--- config.mk ---
export PLATFORM = sky130hd
export DESIGN_NAME = core_sequencer
export DESIGN_NICKNAME = d
export VERILOG_FILES = /design/src/rtl/core_pkg.sv /design/src/rtl/core_sequencer.sv
export SDC_FILE = /design/constraint.sdc
export NUM_CORES = 1
export LEC_CHECK = 0
export CORE_ASPECT_RATIO = 1.2
export CORE_MARGIN = 2
export CORE_UTILIZATION = 50
export CTS_BUF_LIST = sky130_fd_sc_hd__clkbuf_4 sky130_fd_sc_hd__clkbuf_8
export DETAILED_ROUTE_END_ITERATION = 6
export GPL_TIMING_DRIVEN = 0
export PLACE_DENSITY = 0.86
export SLEW_MARGIN = 20
export SYNTH_ARGS = -nofsm -noshare
export SYNTH_HDL_FRONTEND = slang
export SYNTH_SLANG_ARGS = --single-unit
--- constraint.sdc ---
create_clock -name clk -period 2.1 [get_ports clk]
set_clock_uncertainty 0.05 [all_clocks]
set_input_delay 0.42 -clock clk [delete_from_list [all_inputs] [get_ports clk]]
set_output_delay 0.42 -clock clk [all_outputs]
set_load 0.05 [all_outputs]
--- src/rtl/core_pkg.sv ---
// core_pkg: shared definitions for the RV32I multi-cycle core.
//   - RV32I base opcode constants (instr[6:0])
//   - state_t  : control FSM states
//   - pc_sel_t : next-PC mux select encoding
//   - is_base_opcode(): true for the eleven RV32I base opcodes
package core_pkg;

  localparam logic [6:0] OP_IMM   = 7'h13;
  localparam logic [6:0] OP       = 7'h33;
  localparam logic [6:0] LUI      = 7'h37;
  localparam logic [6:0] AUIPC    = 7'h17;
  localparam logic [6:0] JAL      = 7'h6F;
  localparam logic [6:0] JALR     = 7'h67;
  localparam logic [6:0] BRANCH   = 7'h63;
  localparam logic [6:0] LOAD     = 7'h03;
  localparam logic [6:0] STORE    = 7'h23;
  localparam logic [6:0] MISC_MEM = 7'h0F;
  localparam logic [6:0] SYSTEM   = 7'h73;

  typedef enum logic [2:0] {
    FETCH  = 3'd0,
    DECODE = 3'd1,
    EXEC   = 3'd2,
    MEM    = 3'd3,
    WB     = 3'd4,
    HALT   = 3'd5,
    ERR    = 3'd6
  } state_t;

  typedef enum logic [1:0] {
    PC_PLUS4 = 2'b00,
    PC_REL   = 2'b01,
    PC_REG   = 2'b10
  } pc_sel_t;

  function automatic logic is_base_opcode(input logic [6:0] op);
    return op inside {OP_IMM, OP, LUI, AUIPC, JAL, JALR,
                      BRANCH, LOAD, STORE, MISC_MEM, SYSTEM};
  endfunction

endpackage

--- src/rtl/core_sequencer.sv ---
// core_sequencer: multi-cycle control FSM for the RV32I core. Sequences
// fetch / decode / execute / memory / write-back around a shared single-port
// memory and drives the IR, PC, register-file and memory strobes.
//
// Ports:
//   clk           core clock, rising edge
//   rst_n         asynchronous active-low reset
//   opcode[6:0]   opcode field of the latched instruction register
//   branch_taken  ALU compare result for the current BRANCH
//   mem_ready     memory completes the presented access this cycle
//   mem_req       memory access request
//   mem_we        memory write strobe (STORE data phase)
//   mem_sel_data  address mux: 0 = PC, 1 = ALU result
//   ir_we         latch fetched word into the IR
//   pc_we         update PC this cycle
//   pc_sel[1:0]   next-PC mux (pc_sel_t)
//   rf_we         register-file write enable
//   halted        SYSTEM opcode reached (sticky until reset)
//   error         illegal opcode or memory timeout (sticky until reset)
//   retired[31:0] retired-instruction count, wraps
//
// Build option: define MEM_TIMEOUT_EN to abort a memory access that waits
// TIMEOUT consecutive cycles for mem_ready; the FSM then enters ERR.
//
// state  | meaning
// FETCH  | request instruction word at PC, latch into IR on mem_ready
// DECODE | register read; SYSTEM -> HALT, non-base opcode -> ERR
// EXEC   | ALU cycle; BRANCH / MISC_MEM retire here
// MEM    | data access at ALU address; STORE retires on mem_ready
// WB     | register write-back and PC update; retire
// HALT   | terminal, all strobes low
// ERR    | terminal, all strobes low
module core_sequencer
  import core_pkg::*;
#(
  parameter int unsigned TIMEOUT = 16
) (
  input  logic        clk,
  input  logic        rst_n,
  input  logic [6:0]  opcode,
  input  logic        branch_taken,
  input  logic        mem_ready,
  output logic        mem_req,
  output logic        mem_we,
  output logic        mem_sel_data,
  output logic        ir_we,
  output logic        pc_we,
  output logic [1:0]  pc_sel,
  output logic        rf_we,
  output logic        halted,
  output logic        error,
  output logic [31:0] retired
);

  state_t  state;
  state_t  state_nxt;
  pc_sel_t pc_sel_c;
  logic    timed_out;

  // Memory-phase states; derived from the state register rather than from
  // mem_req so the timeout path does not loop through the output logic.
  logic in_mem_phase;
  assign in_mem_phase = (state == FETCH) || (state == MEM);

`ifdef MEM_TIMEOUT_EN
  localparam int unsigned WAIT_W = (TIMEOUT > 1) ? $clog2(TIMEOUT) : 1;
  localparam logic [WAIT_W-1:0] WAIT_LOAD = WAIT_W'(TIMEOUT - 1);

  logic [WAIT_W-1:0] wait_left;
  logic              mem_wait;

  // Down-counter of remaining wait cycles; the cycle that finds it at zero
  // while still waiting is the TIMEOUT-th consecutive wait cycle.
  assign mem_wait  = in_mem_phase && !mem_ready;
  assign timed_out = mem_wait && (wait_left == '0);

  always_ff @(posedge clk or negedge rst_n) begin
    if (!rst_n) begin
      wait_left <= WAIT_LOAD;
    end else if (mem_wait && !timed_out) begin
      wait_left <= wait_left - 1'b1;
    end else begin
      wait_left <= WAIT_LOAD;
    end
  end
`else
  logic [31:0] unused_timeout;
  assign unused_timeout = 32'(TIMEOUT);
  assign timed_out      = 1'b0;
`endif

  always_ff @(posedge clk or negedge rst_n) begin
    if (!rst_n) begin
      state <= FETCH;
    end else begin
      state <= state_nxt;
    end
  end

  always_comb begin
    state_nxt    = state;
    mem_req      = 1'b0;
    mem_we       = 1'b0;
    mem_sel_data = 1'b0;
    ir_we        = 1'b0;
    pc_we        = 1'b0;
    pc_sel_c     = PC_PLUS4;
    rf_we        = 1'b0;

    unique case (state)
      FETCH: begin
        mem_req = 1'b1;
        if (timed_out) begin
          state_nxt = ERR;
        end else if (mem_ready) begin
          ir_we     = 1'b1;
          state_nxt = DECODE;
        end
      end

      DECODE: begin
        if (opcode == SYSTEM) begin
          state_nxt = HALT;
        end else if (!is_base_opcode(opcode)) begin
          state_nxt = ERR;
        end else begin
          state_nxt = EXEC;
        end
      end

      EXEC: begin
        case (opcode)
          LOAD, STORE: state_nxt = MEM;
          BRANCH: begin
            pc_we     = 1'b1;
            pc_sel_c  = branch_taken ? PC_REL : PC_PLUS4;
            state_nxt = FETCH;
          end
          MISC_MEM: begin
            pc_we     = 1'b1;
            state_nxt = FETCH;
          end
          default: state_nxt = WB;
        endcase
      end

      MEM: begin
        mem_req      = 1'b1;
        mem_sel_data = 1'b1;
        mem_we       = (opcode == STORE);
        if (timed_out) begin
          state_nxt = ERR;
        end else if (mem_ready) begin
          if (opcode == STORE) begin
            pc_we     = 1'b1;
            state_nxt = FETCH;
          end else begin
            state_nxt = WB;
          end
        end
      end

      WB: begin
        rf_we = 1'b1;
        pc_we = 1'b1;
        if (opcode == JAL) begin
          pc_sel_c = PC_REL;
        end else if (opcode == JALR) begin
          pc_sel_c = PC_REG;
        end
        state_nxt = FETCH;
      end

      HALT: state_nxt = HALT;
      ERR:  state_nxt = ERR;

      default: state_nxt = ERR;
    endcase

    // Strobes drop the moment reset asserts, even mid-access, so an
    // in-flight memory request is abandoned without waiting for a clock.
    if (!rst_n) begin
      mem_req      = 1'b0;
      mem_we       = 1'b0;
      mem_sel_data = 1'b0;
      ir_we        = 1'b0;
      pc_we        = 1'b0;
      pc_sel_c     = PC_PLUS4;
      rf_we        = 1'b0;
    end
  end

  assign pc_sel = pc_sel_c;
  assign halted = (state == HALT);
  assign error  = (state == ERR);

  always_ff @(posedge clk or negedge rst_n) begin
    if (!rst_n) begin
      retired <= '0;
    end else if (pc_we) begin
      retired <= retired + 32'd1;
    end
  end

endmodule

==> results.txt <==
----------------------------------------------------
[Floorplan]
  Row count ... 25
  Die outline area ... 4630 µm²
  Vertical die dimension ... 74.2 µm
  Die width ... 62.5 µm
  Effective utilization at floorplan ... 52.1%
  Placeable core region ... 3940 µm²
  Ports placed on the boundary ... 53

[Placement]
  RePlAce Congestion ... 0.826
  Number of placed instances, taps included ... 306
  Buffers on Ports ... 51
  Area after DPL ... 2680 µm²
  Final HPWL DP ... roughly 3700 µm
  Placement-stage worst setup slack ... -1.08 ns

[Worst setup path]
  R2r startpoint ... state[2]$_DFFE_PN0P_
  Launch point of the critical path ... state[2]$_DFFE_PN0P_
  Arrival @ worst endpoint ... 1.64 ns
  Setup Crit Path Kind ... register to output pin
  R2R Setup Slk ... approximately 0.08 ns
  Kind of end point of the critical path ... output pin
  WP data required ... 1.63 ns
  Kind of launch point of the worst setup path ... register
  Critical path fanouts, max ... 5
  Capture point of the worst path ... pc_we
  Cell depth of the worst flop-to-flop path ... 8
  R2R Path End ... retired[24]$_DFFE_PN0P_

[Synth]
  Post-synthesis sequential area ratio ... approximately 43%
  Area share of the largest cell type after synthesis ... between 40% and 50%
  Count of flip-flops with a built-in enable after synthesis ... 0
  Net count of the mapped netlist ... 212
  Cell type with the largest total area after synthesis ... dfrtp_1
  Register bit total from synthesis ... 35
  Area of the mapped netlist ... 2050 µm²
  Post-synthesis cell count ... 200
  Number of unique standard cell types used by synthesis ... 48
  Ys flop type ... dfrtp_1
  Most frequent cells after synthesis ... dfrtp_1, xnor2_1, nand4_1
  Most frequently used cell type in the post-synthesis netlist ... dfrtp_1
  Average cell area after synthesis ... between 10 and 15 µm²
  Synth async-reset ratio ... 100%
  Synth warn ... 0
  Biggest area contributors in the synthesized netlist ... dfrtp_1, xnor2_1, nand4_1, and3_1, nand3_1

[Timing]
  Remaining max-slew budget at the tightest pin ... roughly three fifths
  Final cycle utilization of the critical path ... 101%
  Unrepaired setup endpoints after global routing ... yes
  Actual slew at the worst max-slew pin ... roughly 0.62 ns
  Maximum clock frequency ... 474 MHz
  Final count of pins violating max slew ... 0
  Final hold viol count ... 0
  Final min period ... 2.11 ns
  Finish-stage setup viols ... 1
  Final setup margin ... -0.0113 ns
  Accumulated negative setup slack ... -0.0113 ns

[Drt]
  Detail-routed net length per standard cell ... 16.3 µm
  Total Wirelength ... between 5000 and 6000 µm
  Remaining DRCs ... 0
  Drt first-iter violations ... 131
  First-pass detailed-route iteration total ... 4
  Via count of the routed design ... 1819
  Antenna Nets Post-Route ... 0
  Vias per std cell ... 5.72

[Global routing]
  Met1 usage in global routing ... 28.1%
  First-pass GRT wire length ... 8370 µm
  Global route total overflow ... 0
  Busiest grt layer ... met2
  Met2 usage ... a little over two fifths
  Met3 track utilization from global routing ... 4.69%
  Maximum number of pins on one net before global-route repair ... 22
  Combined global-route utilization of all metal layers ... 23.4%
  Initial antenna violation count ... 0
  Vias in the first global route ... 1754

[Clock network]
  Level count of the clock H-tree ... 2
  Number of buffers between clock root and the deepest sink ... 2
  Clock sink count ... 35
  Clock-pin slew on the worst setup and hold paths ... approximately 0.07 ns
  Number of buffers inserted during clock tree synthesis ... 5
  Clock tree root driver cell ... clkbuf_8
  Later-pin clock latency in the skew report ... 0.28 ns
  Clock tree from TritonCTS ... yes

[Layout]
  Fraction of layout cells with a size suffix above 1 ... 20.1%
  Area growth syn-to-layout ... 39.1%
  Number of nets in the finished design ... roughly 280
  Final non-filler cell area ... 2860 µm²
  Final design utilization ... 72.4%
  Filler-free cell count of the finished design ... 318
  Ant. Diodes ... 0

[Power and ir drop]
  Combinational Power Share ... about 50%
  Internal power component ... 0.00149 W
  Net switching power ... 0.00110 W
  Power per cell area ... 908 nW/µm²
  Leakage power ... between 1 and 1.5 nW
  Clock Power Share ... 18.2%
  Seq pwr share ... about a third
  IR drop worst, VDD ... roughly 0.00083 V
  Switching share of total power ... 42.5%

[Flow run]
  Max Cap Violations ... 0

[Run status]
  Violated checks ... setup timing
  Status ... finished with violations

[Hold path]
  Worst min-delay path class ... input port to async pin

----------------------------------------------------
## cell usage in the layout (no fill, tap or decap), types with 3 or more instances in the layout
| cell | instances |
|---|---|
| and3_1 | 13 |
| clkbuf_8 | 6 |
| nand4_1 | 17 |
| inv_1 | 6 |
| xnor2_1 | 29 |
| nor2_1 | 6 |
| nand3_2 | 3 |
| buf_4 | 7 |
| dfrtp_1 | 35 |
| buf_2 | 5 |
| and4_1 | 5 |
| buf_6 | 8 |
| and2_1 | 5 |
| nand2_1 | 7 |
| xor2_1 | 3 |
| dlygate4sd2_1 | 5 |
| clkdlybuf4s50_1 | 33 |
| nor3_1 | 3 |
| nand3_1 | 15 |
## sequential cells by signal (all words and copies together) (netlist names)
name	count
retired	32
state	3
## worst min path at each step
stage          slack [ns]  cells after the start                 endpoint
5_1_grt              0.09                      2  retired[30]$_DFFE_PN0P_
2_1_floorplan        0.07                      0   retired[0]$_DFFE_PN0P_
6_report             0.09                      2  retired[11]$_DFFE_PN0P_
3_3_place_gp         0.41                      1  retired[31]$_DFFE_PN0P_
4_1_cts              0.08                      2  retired[14]$_DFFE_PN0P_
3_5_place_dp         0.34                      1   retired[8]$_DFFE_PN0P_
## logic make-up after synthesis
logic type      count (synthesis)  synth area share, %
buf+inv                        18                 5.12
simple gates                   97                 31.1
fa+ha+maj                       1                0.610
compound gates                 16                 6.28
xor+xnor                       32                 13.7
mux                             1                0.549
flops                          35                 42.7
## through the flow
stage | hold WS, ns | power [W]
finish | 0.0903 | 0.00259
CTS | 0.0801 | 0.00257
floorplan | 0.0744 | 0.00164
global route | 0.0871 | 0.00272
global placement | 0.411 | 0.00196
detailed placement | 0.339 | 0.00199
## final cells by class
cell class,count,area [µm²]
multi-input combinational,147,1150
fill,299,1090
sequential,35,876
timing repair buffer,58,561
buffer,11,95.1
clock buffer,6,82.6
tap,54,67.6
inverter,6,22.5
clock inverter,1,5.00
## routing by layer
metal  share of wire (%)  wire [µm]
met3                 3.5        184
met2                  53       2760
met4                 1.8         91
met1                  42       2160
met5                   0          0
## critical path: stages (launching register included)
cell and delay [ns]:
dfrtp_1 0.38, buf_6 0.13, and4b_4 0.33, and4_4 0.21, a211o_4 0.17, buf_12 0.14
## timing repair
action / in CTS / in global routing
pin swaps: 4 / 2
gates resized for setup: 65 / 15
hold buffers: 1 / 0
buffers inserted: 5 / 0
cloned: 0 / 0
hold endpoints to repair: 14 / 0
endpoints found under the setup margin: 17 / 9
## power groups by stage
| stage | logic, W | registers (W) | clock network [W] |
|---|---|---|---|
| after floorplan | 0.000651 | 0.000992 | 0 |
| after global placement | 0.00112 | 0.000840 | 0 |
| after detailed placement | 0.00114 | 0.000843 | 0 |
| after CTS | 0.00125 | 0.000831 | 0.000488 |
| after global routing | 0.00135 | 0.000850 | 0.000520 |
| final | 0.00128 | 0.000837 | 0.000472 |
(Power assumes the default switching activity.)
